`src/rtl/lda_pkg.sv`:
```
// lda_pkg: register map, STATUS bit indices, dispatcher states and command layout for the LDA command queue
package lda_pkg;
  localparam int LDA_X_W = 9;
  localparam int LDA_Y_W = 8;
  localparam int LDA_COLOR_W = 3;
  localparam logic [2:0] ADDR_MODE = 3'd0;
  localparam logic [2:0] ADDR_STATUS = 3'd1;
  localparam logic [2:0] ADDR_GO = 3'd2;
  localparam logic [2:0] ADDR_START = 3'd3;
  localparam logic [2:0] ADDR_END = 3'd4;
  localparam logic [2:0] ADDR_COLOR = 3'd5;
  localparam logic [2:0] ADDR_CLEAR = 3'd6;
  localparam logic [2:0] ADDR_SYNC = 3'd7;
  localparam int ST_BUSY = 0;
  localparam int ST_FULL = 1;
  localparam int ST_OVF = 2;
  localparam int ST_IRQ = 3;
  localparam int ST_CNT = 8;
  typedef enum logic [1:0] {IDLE, LAUNCH, BUSY} lda_state_t;
  typedef struct packed {
    logic [LDA_X_W-1:0] x0;
    logic [LDA_Y_W-1:0] y0;
    logic [LDA_X_W-1:0] x1;
    logic [LDA_Y_W-1:0] y1;
    logic [LDA_COLOR_W-1:0] color;
  } lda_cmd_t;
endpackage

```
`src/rtl/lda_cmd_fifo.sv`:
```
// lda_cmd_fifo: synchronous DEPTH-entry command FIFO with flush; ports: push/wdata in, pop/rdata (head) out, full/empty/count status
module lda_cmd_fifo #(
  parameter int W = 37,
  parameter int DEPTH = 4,
  localparam int CNT_W = $clog2(DEPTH + 1)
) (
  input  logic             clk,
  input  logic             rst_n,
  input  logic             push,
  input  logic             pop,
  input  logic             flush,
  input  logic [W-1:0]     wdata,
  output logic [W-1:0]     rdata,
  output logic             full,
  output logic             empty,
  output logic [CNT_W-1:0] count
);
  localparam int AW = $clog2(DEPTH);
  logic [W-1:0] mem [DEPTH];
  logic [AW-1:0] wp, rp;
  logic do_push, do_pop;
  assign full = count == CNT_W'(DEPTH);
  assign empty = count == '0;
  assign do_push = push && !full;
  assign do_pop = pop && !empty;
  assign rdata = mem[rp];
  always_ff @(posedge clk) begin
    if (!rst_n || flush) begin
      wp <= '0;
      rp <= '0;
      count <= '0;
    end else begin
      wp <= wp + AW'(do_push);
      rp <= rp + AW'(do_pop);
      count <= count + CNT_W'(do_push) - CNT_W'(do_pop);
    end
  end
  always_ff @(posedge clk)
    if (do_push) mem[wp] <= wdata;
endmodule

```
`src/rtl/lda_avalon_cmd_queue.sv`:
```
// lda_avalon_cmd_queue: Avalon-MM front end queueing line-draw commands and dispatching them to the draw engine
// Ports: Avalon slave (s_address/s_read/s_write/s_writedata/s_readdata/s_waitrequest), engine handshake (o_start/i_done),
// command outputs o_x0/o_y0/o_x1/o_y1/o_color; o_irq exists only when LDA_QUEUE_IRQ_EN is defined.
module lda_avalon_cmd_queue
  import lda_pkg::*;
#(
  parameter int X_W = 9,
  parameter int Y_W = 8,
  parameter int COLOR_W = 3,
  parameter int DEPTH = 4
) (
  input  logic               clk,
  input  logic               rst_n,
  input  logic [2:0]         s_address,
  input  logic               s_read,
  input  logic               s_write,
  input  logic [31:0]        s_writedata,
  output logic [31:0]        s_readdata,
  output logic               s_waitrequest,
  input  logic               i_done,
`ifdef LDA_QUEUE_IRQ_EN
  output logic               o_irq,
`endif
  output logic               o_start,
  output logic [X_W-1:0]     o_x0,
  output logic [Y_W-1:0]     o_y0,
  output logic [X_W-1:0]     o_x1,
  output logic [Y_W-1:0]     o_y1,
  output logic [COLOR_W-1:0] o_color
);
  localparam int CNT_W = $clog2(DEPTH + 1);
  localparam int W = 2 * (X_W + Y_W) + COLOR_W;
`ifdef LDA_QUEUE_IRQ_EN
  localparam logic [1:0] MODE_MSK = 2'b11;
`else
  localparam logic [1:0] MODE_MSK = 2'b01;
`endif
  lda_state_t state, nxt;
  logic [1:0] mode;
  logic [X_W-1:0] sx0, sx1;
  logic [Y_W-1:0] sy0, sy1;
  logic [COLOR_W-1:0] scolor;
  logic ovf, irq, busy, full, empty, push, pop, flush, wr_acc;
  logic [CNT_W-1:0] count;
  logic [W-1:0] head;
  logic [31:0] status;
  logic unused;
  assign unused = ^s_writedata;
  assign busy = state != IDLE || !empty;
  assign s_waitrequest = s_write && !mode[0] &&
    ((s_address == ADDR_GO && full) || (s_address == ADDR_SYNC && busy));
  assign wr_acc = s_write && !s_waitrequest;
  assign push = wr_acc && s_address == ADDR_GO;
  assign flush = wr_acc && s_address == ADDR_CLEAR;
  // A CLEAR landing on the IDLE->LAUNCH edge can empty the queue; LAUNCH then falls back without a start.
  assign pop = state == LAUNCH && !empty;
  lda_cmd_fifo #(.W(W), .DEPTH(DEPTH)) u_fifo (
    .clk, .rst_n, .push, .pop, .flush,
    .wdata({sx0, sy0, sx1, sy1, scolor}),
    .rdata(head), .full, .empty, .count
  );
  always_ff @(posedge clk) begin
    if (!rst_n) begin
      mode <= '0;
      {sx0, sy0, sx1, sy1, scolor} <= '0;
      ovf <= 1'b0;
    end else begin
      if (wr_acc && s_address == ADDR_MODE) mode <= s_writedata[1:0] & MODE_MSK;
      if (wr_acc && s_address == ADDR_START) {sy0, sx0} <= s_writedata[X_W+Y_W-1:0];
      if (wr_acc && s_address == ADDR_END) {sy1, sx1} <= s_writedata[X_W+Y_W-1:0];
      if (wr_acc && s_address == ADDR_COLOR) scolor <= s_writedata[COLOR_W-1:0];
      ovf <= flush ? 1'b0 : ovf | (push && full);
    end
  end
  always_ff @(posedge clk) state <= rst_n ? nxt : IDLE;
  always_comb
    nxt = state == IDLE ? (empty ? IDLE : LAUNCH) :
          state == LAUNCH ? (empty ? IDLE : BUSY) :
          (i_done ? IDLE : BUSY);
  always_ff @(posedge clk) begin
    if (!rst_n) begin
      o_start <= 1'b0;
      {o_x0, o_y0, o_x1, o_y1, o_color} <= '0;
    end else begin
      o_start <= pop;
      if (pop) {o_x0, o_y0, o_x1, o_y1, o_color} <= head;
    end
  end
`ifdef LDA_QUEUE_IRQ_EN
  always_ff @(posedge clk)
    irq <= (!rst_n || (wr_acc && s_address == ADDR_STATUS)) ? 1'b0 :
           irq | (state == BUSY && i_done && empty && mode[1]);
  assign o_irq = irq;
`else
  assign irq = 1'b0;
`endif
  always_comb begin
    status = 32'(count) << ST_CNT;
    status[ST_BUSY] = busy;
    status[ST_FULL] = full;
    status[ST_OVF] = ovf;
    status[ST_IRQ] = irq;
  end
  always_comb
    s_readdata = !s_read ? '0 :
                 s_address == ADDR_MODE ? 32'(mode) :
                 s_address == ADDR_STATUS ? status :
                 s_address == ADDR_START ? 32'({sy0, sx0}) :
                 s_address == ADDR_END ? 32'({sy1, sx1}) :
                 s_address == ADDR_COLOR ? 32'(scolor) : '0;
endmodule

```
`config.mk`:
```
export PLATFORM = sky130hd
export DESIGN_NAME = lda_avalon_cmd_queue
export DESIGN_NICKNAME = d
export VERILOG_FILES = /design/src/rtl/lda_pkg.sv /design/src/rtl/lda_cmd_fifo.sv /design/src/rtl/lda_avalon_cmd_queue.sv
export SDC_FILE = /design/constraint.sdc
export NUM_CORES = 1
export LEC_CHECK = 0
export CAP_MARGIN = 15
export CORE_ASPECT_RATIO = 1.5
export CORE_MARGIN = 3
export CORE_UTILIZATION = 40
export DETAILED_ROUTE_END_ITERATION = 6
export GPL_ROUTABILITY_DRIVEN = 0
export PLACE_DENSITY = 0.66
export SLEW_MARGIN = 25
export SYNTH_ARGS = -nofsm -noshare
export SYNTH_HDL_FRONTEND = slang
export SYNTH_SLANG_ARGS = --single-unit
```
`constraint.sdc`:
```
create_clock -name clk -period 6.03 [get_ports clk]
set_clock_uncertainty 0.1 [all_clocks]
set_input_delay 0.9045 -clock clk [delete_from_list [all_inputs] [get_ports clk]]
set_output_delay 0.9045 -clock clk [all_outputs]
set_load 0.005 [all_outputs]
```
==> out/results.ini, run 1 <==
[outcome]
outcome=finished clean

[power]
p_leak_nw=3.43
peakVddDrop_mv=0.193
powerDensity_nw_per_um2=300

[logic_synthesis]
synth_cells=582
synth_edf_count=148
synth_top_area_cell=edfxtp_1
synth_top_area_frac=0.498
synthArstFlopShare=0
synth_area_leaders=edfxtp_1 50%, dfxtp_1 19%, mux4_2 9.3%, a22o_1 3.6%, nand2_1 3.4%
yosys_warnings=0
syn_area_um2=8930
syn-mean-instance-area_um2=15.3
synth-seq-cells=234
synth.yosys.seq_area_share=0.691
synthFlopType=edfxtp_1
synthDistinctLibCells=44

[clocking]
post_cts_buffers=0
numCtsBuffers=23
cts_tree=built
hold_buffers=0
ctsResizeCount=0
numClockSinks=234
clock_path_buffers=3
clkTransAtPathRegs_ns=0.06
root_buffer=clkbuf_16
clkLatencyLatePin_ns=0.50
htreeDepth=1

[layout]
fin_area_um2=10700
final_layout_size_suffix_gt1_frac=0.132
syn2layout_area_growth_pct=19.4
final_common_cell=edfxtp_1
fin_util=0.489
stdcell_count=948
final_cell_mix=148 x edfxtp_1, 84 x dfxtp_1, 81 x nand2_1, 80 x clkdlybuf4s50_1
antenna_cells=0
fin_nets=705

[place]
hpwl_um=12000
placed_cell_area_um2=9910
numPortBuffers=80
dp_cells=907

[sta]
rsz0062_at_grt=no
finalMaxSlewViolations=0
fin_setup_tns_ns=0
post-route-min-period_ns=4.80
setup_viol=0
period_share=0.797
hold_viol=0
fmax_ghz=0.208
fin_hold_ws_ns=0.354
worst_slew_pin_slew_ns=0.985
slew_headroom=0.337

[detailed_routing]
num_vias=5066
ant_nets=0
via_per_inst=5.34
wl_per_cell_um=19.6
drt_iter0_markers=368
first_pass_iters=5
wirelength_um=18600
drcViolationCount=0

[floorplan]
num_io_pins=111
design.core.area_um2=21800
start_util=0.409
die-area_um2=24200
die_w_um=128
die_y_um=189
rows=66

[global_routing]
overflow=0
grt_max_degree=48
grt_pass1_vias=5227
grtUsageTotal=0.152
grt_pass1_wl_um=29000
grt_antenna_before_repair=0

[worst_setup_path]
reg2reg_depth=5
reg2reg_to=u_fifo.mem[2][16]$_DFFE_PP_
worstSetupStartpointType=input pin
r2r_slack_ns=2.88
arrival_ns=3.80
worstSetupPathType=input pin to primary output
r2r_start=u_fifo.count[1]$_SDFF_PP0_
setup.worst_path.start=s_address[0]
cp_max_fo=16
required_ns=5.03
endpoint_kind=primary output

[worst_hold_path]
holdPathStages=2
holdPathEnd=ovf$_SDFF_PP0_
min-delay-start=ovf$_SDFF_PP0_
hold_path.class=register to register

[run]
maxCapViolCount=0

[power breakdown]
group	switching, mW	internal, mW
Sequential	0.0112	1.70
Combinational	0.0505	0.0367
Clock	0.556	0.846
Total	0.618	2.58
[worst max path at each step]
stage / end
6_report: s_readdata[1]
5_1_grt: s_readdata[5]
4_1_cts: s_readdata[5]
3_5_place_dp: s_readdata[3]
3_3_place_gp: s_readdata[5]
2_1_floorplan: u_fifo.mem[0][0]$_DFFE_PP_
[flip-flops by register name (all words and copies together), names as in the netlist, 9 cells and up]
register	cells
o_x0	9
o_x1	9
sx0	9
sx1	9
u_fifo.mem	148
[cell type report]
| type | count | area (um^2) |
|---|---|---|
| well taps | 272 | 340 |
| multi-input cells | 305 | 2510 |
| flip-flops and latches | 234 | 6170 |
| clock buffers | 31 | 616 |
| clock inverters | 10 | 133 |
| repair buffers | 89 | 868 |
| fillers | 1879 | 11100 |
| inverters | 7 | 26.3 |
[metrics by stage]
stage               setup WS [ns]  power (mW)
global placement             1.27        1.83
detailed placement           1.27        1.83
finish                       1.23        3.20
floorplan                   0.903        1.80
CTS                          1.24        3.23
global route                 1.03        3.30
[critical path, stage by stage]
cell             delay [ns]
clkdlybuf4s50_1        0.85
nor2b_1                0.49
and2_1                 0.65
a221oi_1               0.22
nor2_1                 0.15
clkdlybuf4s50_1        0.53
[cell usage after synthesis, types with 2 or more instances]
master    number
buf_2         14
nand2_1       81
dfxtp_1       86
mux2i_1        4
inv_1          7
mux4_2        37
edfxtp_1     148
ha_1           4
xnor2_1        4
o211ai_1       2
a22oi_1       12
a22o_1        37
nor3b_1        4
a21boi_1      10
and2_1         3
o21ai_0        4
a21oi_1        7
and3_1         7
nor2b_1       14
buf_4         23
nor3_1         2
a21boi_0      24
clkbuf_1      11
nor2_1        15
a211oi_1       3
[kinds of logic (layout without fill, tap and decap cells)]
logic type / after synthesis / in the layout / share of synthesized area
compound gates: 104 / 104 / 0.0903
fa+ha+maj: 5 / 5 / 0.00785
flops: 234 / 234 / 0.691
mux: 42 / 42 / 0.0991
other cells: 1 / 15 / 0.000420
simple gates: 135 / 135 / 0.0712
xor+xnor: 4 / 4 / 0.00392
buf+inv: 57 / 137 / 0.0364
[per-layer routing]
layer | wire length [um] | vias up | global-route usage
met5 | 0 | - | 0
met4 | 347 | 0 | 0.0376
met3 | 907 | 27 | 0.0181
met2 | 9950 | 173 | 0.277
met1 | 7350 | 2540 | 0.192
li1 | - | 2326 | -
Power figures use the tool's default switching activity.
==> run 2, diff against run 1 <==
Clock period 6.03 ns to 4.8 ns, I/O delays scaled along.
==> run 2 against run 1 <==
Net effect:
- wire length is 1.0% higher
- global-route usage is 0.38 points higher
- die area stayed put
- combinational power is 28% higher
- setup slack worse by 0.48 ns
- non-clock buffer count is 4 higher
- hold slack better by 0.017 ns
==> out/results.ini, run 2 (same netlist as run 1, synthesis figures left out) <==
[power]
p_clk_frac=0.421
pwr-share-seq=0.551
intPower_mw=3.14
powerDensity_nw_per_um2=367
comb_power_share=0.029
switchingPower_mw=0.771
swShare=0.197
p_leak_nw=3.43
peakVddDrop_mv=0.191

[detailed_routing]
route.met2.wl_um=9980
first_pass_iters=5
drt-met1-wl_um=7050
ant_nets=0
wl_met3_um=1140
wl_per_cell_um=19.7
drt_iter0_markers=345
highest_layer=met4
drcViolationCount=0
wirelength_um=18700
via_per_inst=5.31
num_vias=5051

[floorplan]
die_y_um=189
design.core.area_um2=21800
rows=66
die_w_um=128
die-area_um2=24200
num_io_pins=111
start_util=0.409

[global_routing]
grt_pass1_vias=5350
overflow=0
grt_antenna_before_repair=0
grtUsageTotal=0.156
grt_max_degree=48
grt_pass1_wl_um=29400

[sta]
fmax_ghz=0.246
worst_slew_pin_slew_ns=0.908
fin_setup_tns_ns=0
setup_viol=0
rsz0062_at_grt=no
period_share=0.846
post-route-min-period_ns=4.06
slew_headroom=0.389
hold_viol=0
finalMaxSlewViolations=0

[clocking]
clock_path_buffers=3
htreeDepth=1
clkTransAtPathRegs_ns=0.06
post_cts_buffers=0
clkLatencyLatePin_ns=0.51
ctsResizeCount=0
cts_tree=built
numClockSinks=234
hold_buffers=0
root_buffer=clkbuf_16
numCtsBuffers=22

[worst_setup_path]
r2r_start=u_fifo.count[1]$_SDFF_PP0_
cp_max_fo=12
reg2reg_depth=5
arrival_ns=3.24
endpoint_kind=primary output
reg2reg_to=u_fifo.mem[2][19]$_DFFE_PP_
r2r_slack_ns=2.12
required_ns=3.98
worstSetupPathType=input pin to primary output
worstSetupStartpointType=input pin

[worst_hold_path]
hold_path.class=register to register
holdPathEnd=ovf$_SDFF_PP0_
min-delay-start=ovf$_SDFF_PP0_
holdPathStages=2

[place]
dp_cells=911
hpwl_um=12200
numPortBuffers=80

[layout]
stdcell_count=951
final_cell_mix=148 x edfxtp_1, 84 x dfxtp_1, 81 x nand2_1, 80 x clkdlybuf4s50_1
fin_nets=708
largest_reg_flops=148
largest-register=u_fifo.mem
final_common_cell=edfxtp_1
antenna_cells=0
final_layout_size_suffix_gt1_frac=0.138
syn2layout_area_growth_pct=19.3

[run]
maxCapViolCount=0

[outcome]
outcome=finished clean

[run 2: cell types whose count changed in the layout (fill, tap and decap cells not counted), sizes merged]
cell | before | now
clkinvlp | 1 | 0
clkbuf | 31 | 33
clkinv | 6 | 7
buf | 9 | 13
bufinv | 3 | 0
[run 2: cell type report]
| type | instances | area (um^2) |
|---|---|---|
| repair buffers | 93 | 898 |
| fillers | 1896 | 11200 |
| flip-flops and latches | 234 | 6170 |
| inverters | 7 | 26.3 |
| multi-input cells | 305 | 2520 |
| clock buffers | 33 | 663 |
| clock inverters | 7 | 31.3 |
| well taps | 272 | 340 |
[run 2: routing by layer]
layer	track usage	up-vias
met5	0	-
met4	0.0617	0
met3	0.0206	35
met2	0.278	205
met1	0.191	2481
li1	-	2330
[run 2: power groups by stage]
| stage | Combinational [mW] | Clock, mW | Sequential [mW] |
|---|---|---|---|
| 2_1_floorplan | 0.0716 | 0 | 2.19 |
| 3_3_place_gp | 0.109 | 0 | 2.19 |
| 3_5_place_dp | 0.112 | 0 | 2.19 |
| 4_1_cts | 0.113 | 1.68 | 2.15 |
| 5_1_grt | 0.122 | 1.76 | 2.15 |
| 6_report | 0.112 | 1.64 | 2.15 |
[run 2: worst max-delay path by stage]
| stage | startpoint | cells past startpoint | slack (ns) | end |
|---|---|---|---|---|
| after floorplan | s_write | 5 | 1.09 | u_fifo.mem[1][0]$_DFFE_PP_ |
| after global placement | s_address[0] | 7 | 0.81 | s_readdata[1] |
| after detailed placement | s_address[0] | 7 | 0.79 | s_readdata[11] |
| after CTS | s_address[0] | 7 | 0.78 | s_readdata[11] |
| after global routing | s_address[0] | 7 | 0.65 | s_readdata[1] |
| final | s_address[0] | 7 | 0.74 | s_readdata[1] |
[run 2: critical path: stages]
cell	delay (ns)
clkdlybuf4s50_1	0.67
nor2b_1	0.18
buf_4	0.16
and2_1	0.56
a221oi_1	0.22
nor2_1	0.18
clkdlybuf4s50_1	0.53
[run 2: metrics by stage]
stage | instance area [um^2] | util | power (mW) | setup WS, ns | hold slack, ns
6_report | 10600 | 0.488 | 3.91 | 0.742 | 0.371
2_1_floorplan | 8980 | - | 2.26 | 1.09 | 0.326
4_1_cts | 10600 | 0.488 | 3.94 | 0.779 | 0.367
3_5_place_dp | 9950 | 0.456 | 2.31 | 0.792 | 0.358
5_1_grt | 10600 | 0.488 | 4.04 | 0.649 | 0.385
3_3_place_gp | 9950 | 0.456 | 2.30 | 0.813 | 0.338
==> run 3, diff against run 2 <==
Settings changed: PLACE_DENSITY 0.66 to 0.68.
Clock period 4.8 ns to 3.43 ns, I/O delays scaled along.
==> run 3 against run 2 <==
Net effect:
- sequential power increased by 40%
- critical path depth did not move
- combinational power rose by 46%
- largest power group unchanged
- non-clock buffer count is 7 higher
- setup slack lost 0.63 ns
- register-to-register slack got worse by 1.0 ns
- highest routed layer unchanged
- flip-flop and latch count stayed put
- design area is 1.1% higher
- final cell count is 0.84% higher
- die area did not move
- count of clock-buffer cells in the layout decreased by 4
- via count grew 2.5%
==> out/results.ini, run 3 (same netlist as run 1, synthesis figures left out) <==
[layout]
seqCellArea_um2=6170
fill_cells=1836
largest-register=u_fifo.mem
multi_input_comb_area_um2=2520
fin_util=0.494
final_cell_mix=148 x edfxtp_1, 85 x dfxtp_1, 81 x nand2_1, 80 x clkdlybuf4s50_1
largest_reg_flops=148
final_layout_size_suffix_gt1_frac=0.150
fin_nets=715
syn2layout_area_growth_pct=20.6
final_common_cell=edfxtp_1

[clocking]
clock_path_buffers=3
clkLatencyLatePin_ns=0.49
numCtsBuffers=22
root_buffer=clkbuf_16
post_cts_buffers=0
clkTransAtPathRegs_ns=0.06
cts_tree=built
htreeDepth=1
hold_buffers=0
numClockSinks=234
ctsResizeCount=0

[worst_setup_path]
path_buf_inv=3
endpoint_kind=primary output
cp_max_fo=8
arrival_ns=2.71
required_ns=2.82
worstPathCellList=clkdlybuf4s50_1 > nor2b_1 > and2_1 > buf_12 > a22oi_1 > nor2b_1 > clkdlybuf4s50_1
worstSetupPathType=input pin to primary output
max_stage_delay_ns=0.65
crit_path_top_delay_cell=clkdlybuf4s50_1
crit_family=buffers and inverters
worstSetupStartpointType=input pin

[floorplan]
num_io_pins=111
die_w_um=128
die-area_um2=24200
design.core.area_um2=21800
rows=66
die_y_um=189
start_util=0.409

[detailed_routing]
num_vias=5176
wirelength_um=18900
wl_per_cell_um=19.7
drcViolationCount=0
ant_nets=0
first_pass_iters=4
via_per_inst=5.40
drt_iter0_markers=368

[power]
powerDensity_nw_per_um2=514
peakVddDrop_mv=0.296
p_leak_nw=3.49
finalPower_mw=5.53

[place]
numPortBuffers=80
post-place-ws_ns=0.142
hpwl_um=12300

[global_routing]
grtUsageTotal=0.154
grt_pass1_wl_um=29300
overflow=0
grt_pass1_vias=5354
grt_max_degree=48
grt_antenna_before_repair=1

[sta]
post-route-min-period_ns=3.32
slew_headroom=0.442
fin_setup_tns_ns=0
hold_viol=0
fmax_ghz=0.301
worst_slew_pin_slew_ns=0.838
setup_viol=0
setup_slack_ns=0.110
fin_hold_ws_ns=0.367
finalMaxSlewViolations=0
rsz0062_at_grt=no
period_share=0.968

[worst_hold_path]
hold_path.class=register to register

[outcome]
outcome=finished clean

[run]
maxCapViolCount=0

run 3: cell count changes in the layout (fill, tap and decap cells not counted), sizes merged:
| cell | delta |
|---|---|
| inv | +2 |
| diode | +1 |
| clkinv | +1 |
| clkbuf | -4 |
| buf | +7 |
| bufinv | +1 |
run 3: worst paths after layout:
check | from | end | slack [ns] | cells after the start
setup / recovery | s_address[0] | s_readdata[16] | 0.11 | 7
hold / removal | ovf$_SDFF_PP0_ | ovf$_SDFF_PP0_ | 0.37 | 2
setup reg to reg | u_fifo.count[2]$_SDFF_PP0_ | u_fifo.count[2]$_SDFF_PP0_ | 1.09 | 8
hold reg to reg | ovf$_SDFF_PP0_ | ovf$_SDFF_PP0_ | 0.37 | 2
run 3: worst reg2reg max path: cells and delay by family, from the launching register on:
| kind | cells | cell delay, ns |
|---|---|---|
| and+or+nand+nor | 3 | 0.63 |
| adders and majority gates | 2 | 0.59 |
| DFF | 1 | 0.42 |
| xor gates and xnor gates | 2 | 0.31 |
| buffers and inverters | 1 | 0.18 |
run 3: area by class of cell:
cell class,count,area share
sequential,234,0.573
clock inverter,11,0.00802
tap,272,0.0316
timing repair buffer,100,0.0930
clock buffer,29,0.0583
multi-input combinational,305,0.234
inverter,7,0.00244
antenna,1,0.000232
run 3: stage by stage:
| stage | cell area, um^2 | std cells |
|---|---|---|
| 2_1_floorplan | 8990 | 596 |
| 3_3_place_gp | 10100 | 918 |
| 3_5_place_dp | 10100 | 918 |
| 4_1_cts | 10800 | 958 |
| 5_1_grt | 10800 | 959 |
| 6_report | 10800 | 959 |
run 3: metal layers:
| metal | GRT usage | share of wire | up-vias |
|---|---|---|---|
| li1 | - | - | 2352 |
| met1 | 0.182 | 0.37 | 2604 |
| met2 | 0.285 | 0.54 | 191 |
| met3 | 0.0220 | 0.061 | 29 |
| met4 | 0.0523 | 0.024 | 0 |
| met5 | 0 | 0 | - |
run 3: power by group:
group	internal [mW]	switching, mW
clock	1.37	0.986
combinational	0.0721	0.0920
sequential	2.99	0.0199
